[src/rtl/de1_sw_debounce_pkg.sv]
// Shared board constants and helpers for the DE1 slide-switch conditioner.
// Board-level clock/debounce defaults live here so every importer sees the same values.
`ifndef DE1_WB_CLK_HZ
`define DE1_WB_CLK_HZ 24000000
`endif
`ifndef DE1_DEBOUNCE_MS
`define DE1_DEBOUNCE_MS 10
`endif

package de1_sw_debounce_pkg;

    localparam int DEF_WIDTH        = 8;
    localparam int DEF_TICK_DIV     = `DE1_WB_CLK_HZ / 1000;
    localparam int DEF_STABLE_TICKS = `DE1_DEBOUNCE_MS;

    // Per-bit edge pulses, kept together so the bit cell exports one bundle.
    typedef struct packed {
        logic rise;
        logic fall;
    } edge_t;

    // Counter only has to hold 0..stable-1; the +1 keeps stable==1 at one bit.
    function automatic int cnt_width(input int stable);
        return (stable < 1) ? 1 : $clog2(stable + 1);
    endfunction

    function automatic int tick_width(input int div);
        return (div < 2) ? 1 : $clog2(div);
    endfunction

endpackage

[src/rtl/de1_debounce_bit.sv]
// One switch bit: tick-counted stability window, accepted level register, edge pulses.
// Latency: (STABLE_TICKS-1)*TICK_DIV+1 .. STABLE_TICKS*TICK_DIV cycles; pulses one cycle after level_o; no backpressure.
// Backpressure: none, pulses are fire-and-forget.
module de1_debounce_bit
    import de1_sw_debounce_pkg::*;
#(
    parameter int   STABLE_TICKS = DEF_STABLE_TICKS,
    parameter logic RESET_LEVEL  = 1'b0
) (
    input  logic  clock,
    input  logic  reset_n,
    input  logic  tick,
    input  logic  level_i,
    output logic  level_o,
    output edge_t edge_o
);

    localparam int             CW       = cnt_width(STABLE_TICKS);
    localparam logic [CW-1:0]  CNT_LAST = CW'(STABLE_TICKS - 1);

    logic [CW-1:0] cnt_q;
    logic          level_q;
    logic          level_d;
    edge_t         edge_q;
    logic          mismatch;
    logic          accept;

    assign mismatch = (level_i != level_q);
    assign accept   = mismatch && tick && (cnt_q == CNT_LAST);

    // Any cycle where the input agrees with the accepted level restarts the window.
    always_ff @(posedge clock or negedge reset_n) begin
        if (!reset_n) begin
            cnt_q <= '0;
        end else if (!mismatch) begin
            cnt_q <= '0;
        end else if (tick) begin
            cnt_q <= accept ? '0 : cnt_q + 1'b1;
        end
    end

    always_ff @(posedge clock or negedge reset_n) begin
        if (!reset_n) begin
            level_q <= RESET_LEVEL;
        end else if (accept) begin
            level_q <= level_i;
        end
    end

    // level_d trails level_q by a cycle, so the pulse lands the cycle after the update.
    always_ff @(posedge clock or negedge reset_n) begin
        if (!reset_n) begin
            level_d     <= RESET_LEVEL;
            edge_q.rise <= 1'b0;
            edge_q.fall <= 1'b0;
        end else begin
            level_d     <= level_q;
            edge_q.rise <= level_q & ~level_d;
            edge_q.fall <= ~level_q & level_d;
        end
    end

    assign level_o = level_q;
    assign edge_o  = edge_q;

endmodule

[src/rtl/de1_sw_debounce.sv]
// DE1 slide-switch conditioner: 2-FF sync, shared tick, per-bit debounce, sticky change flag.
// Latency: 2 sync cycles plus the debounce window; pulses one cycle after sw_o; evt_o one cycle after a pulse.
// Backpressure: none; evt_o holds until evt_clr_i, with a new event winning over a same-cycle clear.
module de1_sw_debounce
    import de1_sw_debounce_pkg::*;
#(
    parameter int               WIDTH        = DEF_WIDTH,
    parameter int               TICK_DIV     = DEF_TICK_DIV,
    parameter int               STABLE_TICKS = DEF_STABLE_TICKS,
    parameter logic [WIDTH-1:0] RESET_VALUE  = '0
) (
    input  logic             clock,
    input  logic             reset_n,
    input  logic [WIDTH-1:0] sw_i,
    output logic [WIDTH-1:0] sw_o,
    output logic [WIDTH-1:0] rise_o,
    output logic [WIDTH-1:0] fall_o,
    output logic             evt_o,
    input  logic             evt_clr_i
);

    localparam int            TW        = tick_width(TICK_DIV);
    localparam logic [TW-1:0] TCNT_LAST = TW'(TICK_DIV - 1);

    logic [WIDTH-1:0] sync0;
    logic [WIDTH-1:0] sync1;
    logic [TW-1:0]    tcnt;
    logic             tick;
    logic             evt_q;
    logic             evt_set;

    always_ff @(posedge clock or negedge reset_n) begin
        if (!reset_n) begin
            sync0 <= RESET_VALUE;
            sync1 <= RESET_VALUE;
        end else begin
            sync0 <= sw_i;
            sync1 <= sync0;
        end
    end

    assign tick = (tcnt == TCNT_LAST);

    always_ff @(posedge clock or negedge reset_n) begin
        if (!reset_n) begin
            tcnt <= '0;
        end else if (tick) begin
            tcnt <= '0;
        end else begin
            tcnt <= tcnt + 1'b1;
        end
    end

    genvar gi;
    generate
        for (gi = 0; gi < WIDTH; gi++) begin : g_bit
            edge_t bit_edge;

            de1_debounce_bit #(
                .STABLE_TICKS (STABLE_TICKS),
                .RESET_LEVEL  (RESET_VALUE[gi])
            ) u_bit (
                .clock   (clock),
                .reset_n (reset_n),
                .tick    (tick),
                .level_i (sync1[gi]),
                .level_o (sw_o[gi]),
                .edge_o  (bit_edge)
            );

            assign rise_o[gi] = bit_edge.rise;
            assign fall_o[gi] = bit_edge.fall;
        end
    endgenerate

    assign evt_set = (|rise_o) | (|fall_o);

    // Set has priority so an event arriving with a clear is never dropped.
    always_ff @(posedge clock or negedge reset_n) begin
        if (!reset_n) begin
            evt_q <= 1'b0;
        end else if (evt_set) begin
            evt_q <= 1'b1;
        end else if (evt_clr_i) begin
            evt_q <= 1'b0;
        end
    end

    assign evt_o = evt_q;

endmodule

[config.mk]
export PLATFORM = sky130hd
export DESIGN_NAME = de1_sw_debounce
export DESIGN_NICKNAME = d
export VERILOG_FILES = /design/src/rtl/de1_sw_debounce_pkg.sv /design/src/rtl/de1_debounce_bit.sv /design/src/rtl/de1_sw_debounce.sv
export SDC_FILE = /design/constraint.sdc
export NUM_CORES = 1
export LEC_CHECK = 0
export BUFFER_PORTS_ARGS = -buffer_cell sky130_fd_sc_hd__buf_4
export CAP_MARGIN = 5
export CORE_ASPECT_RATIO = 0.6
export CORE_UTILIZATION = 25
export CTS_BUF_LIST = sky130_fd_sc_hd__clkbuf_16
export DETAILED_ROUTE_END_ITERATION = 8
export GPL_TIMING_DRIVEN = 0
export PLACE_DENSITY_LB_ADDON = 0.08
export REMOVE_ABC_BUFFERS = 1
export SETUP_SLACK_MARGIN = 0.02
export SYNTH_ARGS = -nofsm -noshare
export SYNTH_HDL_FRONTEND = slang
export SYNTH_SLANG_ARGS = --single-unit
[constraint.sdc]
create_clock -name clock -period 2.2 [get_ports clock]
set_input_delay 0.33 -clock clock [delete_from_list [all_inputs] [get_ports clock]]
set_output_delay 0.33 -clock clock [all_outputs]
set_load 0.02 [all_outputs]
Word level (Yosys, flattened, before mapping). Cells that the tools add are included.

Memories: 0. Bits in read-only memories: 0. Bits in latches: 0. Memory bits (writable): 0. Bits of input ports: 11. Bits in registers: 96. Word-level logic and storage cells: 157.

Bitwise logic cells: 33. Shift-type cells: 0. Order comparisons: 0. Reduce and logical (&&, ||, !) cells: 19. Divide/modulo/power cells: 0. Eq/ne operators: 25. Multipliers: 0. Multiplexer cells: 27. Add/sub/neg operators: 9.

Operator list (number): $mux W4 (24); $add A4 B1 Y4 const B (8); $eq A4 B4 Y1 const B (8); $and A1 B1 Y1 (16); $logic_and A1 B1 Y1 (16); $not A1 Y1 (16); $reduce_or A8 Y1 (2); $add A15 B1 Y15 const B (1); $eq A15 B15 Y1 const B (1); $mux W15 (1); $ne A2 B2 Y1 const B (7); $ne A1 B1 Y1 (8); $mux W1 (2); $ne A2 B1 Y1 const B (1); $reduce_bool A2 Y1 (1); $or A1 B1 Y1 (1).

Longest topological paths before layout. Gate-level depths: netlist of run 1.

Depth in word-level cells: 6. Mapped depth: 8. Depth with buffers taken out: 6.

By module. A second synthesis of run 1 with hierarchy kept.

Cells, all modules: 372. Area total of the unflattened synthesis: 4279.1 um2.

By module, submodules not included: de1_debounce_bit (sequential area each 200.2 um2, cells each 35, times used 8, area each 389.1 um2); de1_sw_debounce (sequential area each 800.8 um2, cells each 92, times used 1, area each 1166.1 um2).

Least setup slack after synthesis of run 1. OpenSTA, ideal clock, no wires.

Kind: register -> register. From: register tcnt[0]. To: register g_bit[0].u_bit.cnt_q[2]. Data arrival time: 2.140 ns. Period minus slack after synthesis: 2.217 ns. Path buffers: 1. Stages on the path, launching flop included: 7. Slack: -0.017 ns. Setup time: 0.078 ns. Path through: dfrtp_1 ha_1 nand4_1 or4_4 buf_6 or4_1 a21oi_1.

Cells in the longest elaborated chain, start to end: 6. Elaborated cells on any way between the ends: 7. Those cells by class: eq/ne (2); mux (3); reduce/logical (2).

Ends and longest elaborated chain: start, declared (RTL line de1_sw_debounce.sv:27) `logic [TW-1:0] tcnt;`; start signal, assigned (RTL line de1_sw_debounce.sv:50) `tcnt <= tcnt + 1'b1;`; $eq A15 B15 Y1 (*) (RTL line de1_sw_debounce.sv:42) `assign tick = (tcnt == TCNT_LAST);`; $logic_and A1 B1 Y1 (2 in series) (RTL line de1_debounce_bit.sv:29) `assign accept = mismatch && tick && (cnt_q == CNT_LAST);`; $mux W4 (RTL line de1_debounce_bit.sv:38) `cnt_q <= accept ? '0 : cnt_q + 1'b1;`; $mux W4 (RTL line de1_debounce_bit.sv:37) `end else if (tick) begin`; $mux W4 (RTL line de1_debounce_bit.sv:35) `end else if (!mismatch) begin`; end signal, assigned (RTL line de1_debounce_bit.sv:38); end, declared (RTL line de1_debounce_bit.sv:21) `logic [CW-1:0] cnt_q;`.

Mark *: on every way between the ends. The rest lies on a longest branch, timed or not. The select of a mux whose other input is x is not followed. A chain may end at the register's enable or synchronous reset.

Worst setup path after layout of run 1.
From: register tcnt[9]. To: register g_bit[0].u_bit.cnt_q[1].

Same word-level chain as after synthesis.

==> key figures, run 1 <==
Outcome
  • Outcome: complete, but fails checks
  • Violated checks: negative setup slack

Synth
  • Share of Yosys cell area claimed by the top area cell type: approximately 60%
  • Synth unique cells: 34
  • Proportion of register bits with asynchronous set or reset after synthesis: 100%
  • Number of enable flip-flop cells after synthesis: 0
  • Netlist Area Pre-Place: 4110 um^2
  • Count of synthesis-stage warnings from yosys: 0
  • Number of flip-flops and latches in the synthesized netlist: 96
  • Post-Syn Area per Cell: approximately 12 um^2
  • Cell count after synthesis: 355
  • Dominant cell type by area after synthesis: dfrtp_1
  • Seq/Total Area, Yosys: between 50% and 60%
  • Dominant synthesized flop cell: dfrtp_1
  • Main area contributors after synthesis: dfrtp_1 (58%), ha_1 (5.2%), xnor2_1 (3.4%)

Routing
  • Number of detailed-route iterations in the first pass: 4
  • Post-route DRC violation count: 0
  • Iteration-0 DRC Markers: 171
  • Average detailed-routed wire length per instance: ~16 um
  • Routed vias: 2821
  • Total Routed Length: roughly 9700 um
  • Number of vias per cell after detailed routing: approximately 4.6
  • Antenna violation net count after detailed routing: 0

GRT
  • Antenna violations before repair: 0
  • Vias in the first global route: between 2000 and 3000
  • Pin count of the biggest net entering global routing: 97
  • GRT Total Usage: approximately an eighth
  • Residual overflow from global routing: 0
  • Wire length of the first global-routing pass: 15600 um

Clocking
  • Total CTS buffers: 9
  • Hold buffer count at cts: 0
  • Clock root buffer: clkbuf_16
  • TritonCTS clock tree: yes
  • Sinks on the clock net: 96
  • Buffer depth of the longest clock path: 2
  • CTS H-Tree Depth: 3
  • Reg clk slew, reported paths: 0.07 ns
  • Clock latency reported for the late side of the worst-skew pair: 0.35 ns

Finish
  • Most frequent cells in the layout: dfrtp_1 (95), buf_4 (47), nand2_1 (33)
  • Fraction of layout instances using a drive strength above 1: between 20% and 30%
  • Area growth syn-to-layout: 24.7%
  • Number of diodes added for antenna fixing: 0
  • Area of all placed cells without fillers: between 5000 and 6000 um^2
  • Number of nets in the finished design: 436
  • Final core occ: around 33%
  • Leading cell type in the layout, fill and taps excluded: dfrtp_1

Floorplan
  • Floorplan die area: between 15000 and 20000 um^2
  • Core area: around 16000 um^2
  • DIE WIDTH: 168 um
  • IO Pins: 36
  • Effective utilization at floorplan: between 20% and 30%
  • Die boundary height: between 100 and 150 um
  • Row cnt: 35

Power and ir drop
  • Maximum resistive drop on vdd: 0.307 mV
  • Standby leakage power: 2.28 nW
  • Final Total Pwr: between 3 and 4 mW
  • Pwr/cell area: between 600 and 700 nW/um^2

Critical path
  • Worst Setup Start Kind: flip-flop
  • Critical register-to-register path startpoint: tcnt[9]
  • WP data required: 2.48 ns
  • Largest driver fanout on the critical path: 6
  • Worst reg-to-reg setup slack: -0.14 ns
  • Reg2Reg Capture Point: g_bit[0].u_bit.cnt_q[1]
  • Critical path type: reg -> reg
  • R2R cell count: 5
  • Worst path arrival time: about 2.6 ns
  • Category of the worst setup path capture point: flip-flop

Timing
  • Setup TNS: -1.72 ns
  • Final setup violating endpoints: 20
  • Worst-Margin Slew: just over 0.9 ns
  • Unrepaired setup endpoints after global routing: yes
  • Final critical path time including I/O delays and setup: 2.34 ns
  • Slew margin rel.: roughly 38%
  • Hold Violations, Final: 0
  • Portion of the clock cycle consumed by the worst path in the final layout: 106%
  • Max Transition Viols Final: 0
  • Maximum operating frequency: around 0.43 GHz
  • Clock Skew: 0.0132 ns
  • Post-route worst hold slack: between 0.05 and 0.06 ns
  • Final setup margin: -0.143 ns

Placed design
  • Detailed placement HPWL: around 5400 um
  • Placed cell areas: 4570 um^2
  • IO buf count: 35
  • Global placement routability congestion: between 0.7 and 0.8

Min path
  • Type of the worst min-delay path: in -> async

Job
  • Max capacitance violation total: 0
[registers in the layout, indices dropped and copies added (netlist names)]
| name | count |
|---|---|
| sync0 | 8 |
| g_bit.u_bit.edge_o | 16 |
| g_bit.u_bit.level_d | 8 |
| evt_o | 1 |
| g_bit.u_bit.cnt_q | 32 |
| g_bit.u_bit.level_o | 8 |
| sync1 | 8 |
| tcnt | 15 |
[cell usage after synthesis, types with 8 or more instances]
library cell,count
or3_1,15
mux2_2,8
inv_1,18
buf_4,8
ha_1,17
o21ai_0,11
nor2b_1,16
nand3_1,11
xnor2_1,16
a21oi_1,26
dfrtp_1,96
nor2_1,13
nand2_1,33
[report_power, final]
part,internal [mW],switching [mW]
clock network,0.789,0.731
registers,1.78,0.00651
logic,0.0169,0.0479
total,2.58,0.786
[per-layer routing]
metal	track usage [%]	wire length, um	up-vias
li1	-	-	1376
met1	16.7	4960	1404
met2	18.8	4290	32
met3	3.44	324	9
met4	3.39	121	0
met5	0	0	-
[what timing repair did]
item,4_1_cts,5_1_grt
buffers inserted,10,5
endpoints found under the setup margin,48,22
gates resized for setup,10,24
endpoints found under the hold margin,0,0
pin swaps,13,15
cloned,4,1
[through the flow]
stage,worst slack [ns],std cells
final,-0.143,616
after global routing,-0.189,616
after CTS,-0.122,610
after detailed placement,-0.607,580
after global placement,-1.29,578
after floorplan,-0.140,340
[kinds of logic after synthesis]
| group | synth area share [%] |
|---|---|
| buf+inv | 4.11 |
| fa+ha+maj | 5.18 |
| xor+xnor | 4.05 |
| simple gates | 16.9 |
| compound gates | 9.14 |
| flops | 58.5 |
| mux | 2.19 |
[worst max-delay path, stage by stage, from the launching register on]
cell and delay, ns:
dfrtp_2 0.41, or4b_4 0.58, buf_6 0.15, or4_4 0.59
or3_4 0.42, a21oi_2 0.12
[worst max path at each step]
stage	slack (ns)	start	end	depth (start not counted)
finish	-0.14	tcnt[9]	g_bit[0].u_bit.cnt_q[1]	5
global route	-0.19	tcnt[9]	g_bit[0].u_bit.cnt_q[1]	5
CTS	-0.12	tcnt[13]	g_bit[2].u_bit.cnt_q[1]	4
detailed placement	-0.61	tcnt[0]	g_bit[1].u_bit.cnt_q[2]	5
global placement	-1.29	tcnt[0]	g_bit[3].u_bit.level_o	5
floorplan	-0.14	tcnt[0]	g_bit[0].u_bit.level_o	5
[area by class of cell]
cell class	count	area (um^2)
fill	1556	10600
inverter	18	67.6
clock inverter	7	61.3
multi-input combinational	231	1700
tap	203	254
timing repair buffer	52	413
sequential	96	2400
clock buffer	9	225
Note: power is estimated with default switching activity, not from simulation.
==> run 2: changes to the inputs <==
CELL_PAD_IN_SITES_DETAIL_PLACEMENT = 1   (was not set)
CELL_PAD_IN_SITES_GLOBAL_PLACEMENT = 1   (was not set)
==> key figures, run 2 (synthesis gave the netlist of run 1 again) <==
Outcome
  • Outcome: complete, but fails checks
  • Violated checks: negative setup slack

Timing
  • Slew margin rel.: 38.5%
  • Maximum operating frequency: 0.421 GHz
  • Final critical path time including I/O delays and setup: approximately 2.4 ns
  • Hold Violations, Final: 0
  • Portion of the clock cycle consumed by the worst path in the final layout: 108%
  • Max Transition Viols Final: 0
  • Unrepaired setup endpoints after global routing: yes
  • Setup TNS: -1.53 ns
  • Final setup violating endpoints: 15
  • Worst-Margin Slew: 0.922 ns
  • Clock Skew: 0.00630 ns
  • Final setup margin: -0.177 ns

Finish
  • Count of filler cells inserted in the layout: 1712
  • Leading cell type in the layout, fill and taps excluded: dfrtp_1
  • Number of nets in the finished design: approximately 440
  • Area of all placed cells without fillers: 5200 um^2
  • Fraction of layout instances using a drive strength above 1: about 30%
  • Flip-flop count of the largest register after layout: 32
  • Number of diodes added for antenna fixing: 0
  • Multi-input gate area in the final layout: about 1700 um^2
  • Area growth syn-to-layout: 26.5%
  • Register containing the most flip-flops in the final layout: g_bit.u_bit.cnt_q
  • Non-filler instance count after layout: about 620
  • Most frequent cells in the layout: dfrtp_1 (94), buf_4 (54), nand2_1 (32)
  • Reg area: about 2400 um^2

GRT
  • GR peak layer: met2
  • Wire length of the first global-routing pass: roughly 17000 um
  • Residual overflow from global routing: 0
  • Vias in the first global route: about 3000
  • Grt met3 use: 3.17%
  • Pin count of the biggest net entering global routing: between 90 and 100
  • Global Route met2 Usage: between 20% and 30%
  • Antenna violations before repair: 1
  • GR met1 Demand/Resource: 18.8%
  • GRT Total Usage: roughly an eighth

Power and ir drop
  • Final Total Pwr: 3.28 mW
  • Standby leakage power: between 2 and 2.5 nW
  • Clock Power Share: 43.6%
  • Logic gate share of total power: 2.0%
  • Sw Pwr: between 0.7 and 0.8 mW
  • Pint: 2.55 mW
  • Pwr/cell area: 631 nW/um^2
  • Portion of total power attributed to sequential cells: between 50% and 60%
  • Maximum resistive drop on vdd: approximately 0.36 mV
  • Switching Fraction: between 20% and 30%

Floorplan
  • Effective utilization at floorplan: 26.2%
  • IO Pins: 36
  • Row cnt: 35
  • Floorplan die area: 17000 um^2
  • Core area: ~16000 um^2
  • Die boundary height: between 100 and 150 um
  • DIE WIDTH: between 150 and 200 um

Clocking
  • TritonCTS clock tree: yes
  • Clock root buffer: clkbuf_16
  • Clock latency reported for the late side of the worst-skew pair: approximately 0.33 ns
  • Sinks on the clock net: 96
  • Reg clk slew, reported paths: roughly 0.07 ns
  • Total CTS buffers: 9
  • CTS H-Tree Depth: 3
  • Buffer depth of the longest clock path: 2

Routing
  • Routed vias: 2901
  • Average detailed-routed wire length per instance: around 17 um
  • Number of detailed-route iterations in the first pass: 4
  • Antenna violation net count after detailed routing: 0
  • Iteration-0 DRC Markers: 128
  • Total Routed Length: around 11000 um
  • Post-route DRC violation count: 0
  • Number of vias per cell after detailed routing: about 4.7

Critical path
  • Worst path arrival time: between 2 and 3 ns
  • Largest driver fanout on the critical path: 6
  • Category of the worst setup path capture point: flip-flop
  • Critical path type: reg -> reg
  • WP data required: approximately 2.5 ns
  • Worst Setup Start Kind: flip-flop

Placed design
  • Global placement routability congestion: 0.693
  • Number of cells in the design after placement: between 500 and 600
  • Detailed placement HPWL: 6170 um
  • Placed cell areas: 4570 um^2
  • IO buf count: 35

Job
  • Max capacitance violation total: 0

Min path
  • Type of the worst min-delay path: in -> async
[run 2: per-stage QoR]
stage	worst slack (ns)	util [%]	hold slack (ns)
detailed placement	-0.655	29.1	0.336
finish	-0.177	33.2	0.0740
CTS	-0.212	32.3	0.0818
global placement	-1.49	28.9	0.337
global route	-0.222	33.2	0.0766
floorplan	-0.140	-	0.0344
[run 2: power groups by stage]
stage	Sequential, mW	Clock [mW]	Combinational (mW)
6_report	1.79	1.43	0.0648
3_3_place_gp	1.82	0	0.0671
2_1_floorplan	1.82	0	0.0112
3_5_place_dp	1.82	0	0.0676
5_1_grt	1.79	1.56	0.0760
4_1_cts	1.79	1.49	0.0677
[run 2: layer usage]
metal	vias up	wire length, um
met5	-	0
met4	0	114
met3	7	212
met2	23	4750
met1	1499	5600
li1	1372	-
[run 2: timing repair]
| item | 4_1_cts | 5_1_grt |
|---|---|---|
| gates cloned | 4 | 1 |
| pin swaps | 18 | 12 |
| hold buffers | 0 | 0 |
| setup buffers | 18 | 5 |
| gates resized for setup | 20 | 18 |
| setup endpoints to repair | 51 | 36 |
[run 2: final cells by class]
type | instances | area share [%]
timing repair buffer | 61 | 9.65
sequential | 96 | 46.3
clock buffer | 9 | 4.33
clock inverter | 6 | 0.746
inverter | 18 | 1.30
multi-input combinational | 230 | 32.8
tap | 203 | 4.89
[run 2: path summary, 6_finish.rpt]
| path | cells after the start | slack (ns) | to | from |
|---|---|---|---|---|
| hold / removal | 1 | 0.07 | g_bit[3].u_bit.level_o | reset_n |
| setup / recovery | 5 | -0.18 | g_bit[0].u_bit.cnt_q[2] | tcnt[9] |
| min in group clock | 1 | 0.10 | sync0[6] | sw_i[6] |
| setup reg to reg | 5 | -0.18 | g_bit[0].u_bit.cnt_q[2] | tcnt[9] |
| hold reg to reg | 0 | 0.35 | sync1[1] | sync0[1] |
| max in group asynchronous | 1 | 1.42 | tcnt[9] | reset_n |
[run 2: worst max-delay path, cell delays in order (launching register included)]
cell	delay [ns]
dfrtp_2	0.42
or4b_4	0.53
buf_6	0.15
or4_4	0.52
or4_4	0.55
a21oi_2	0.14
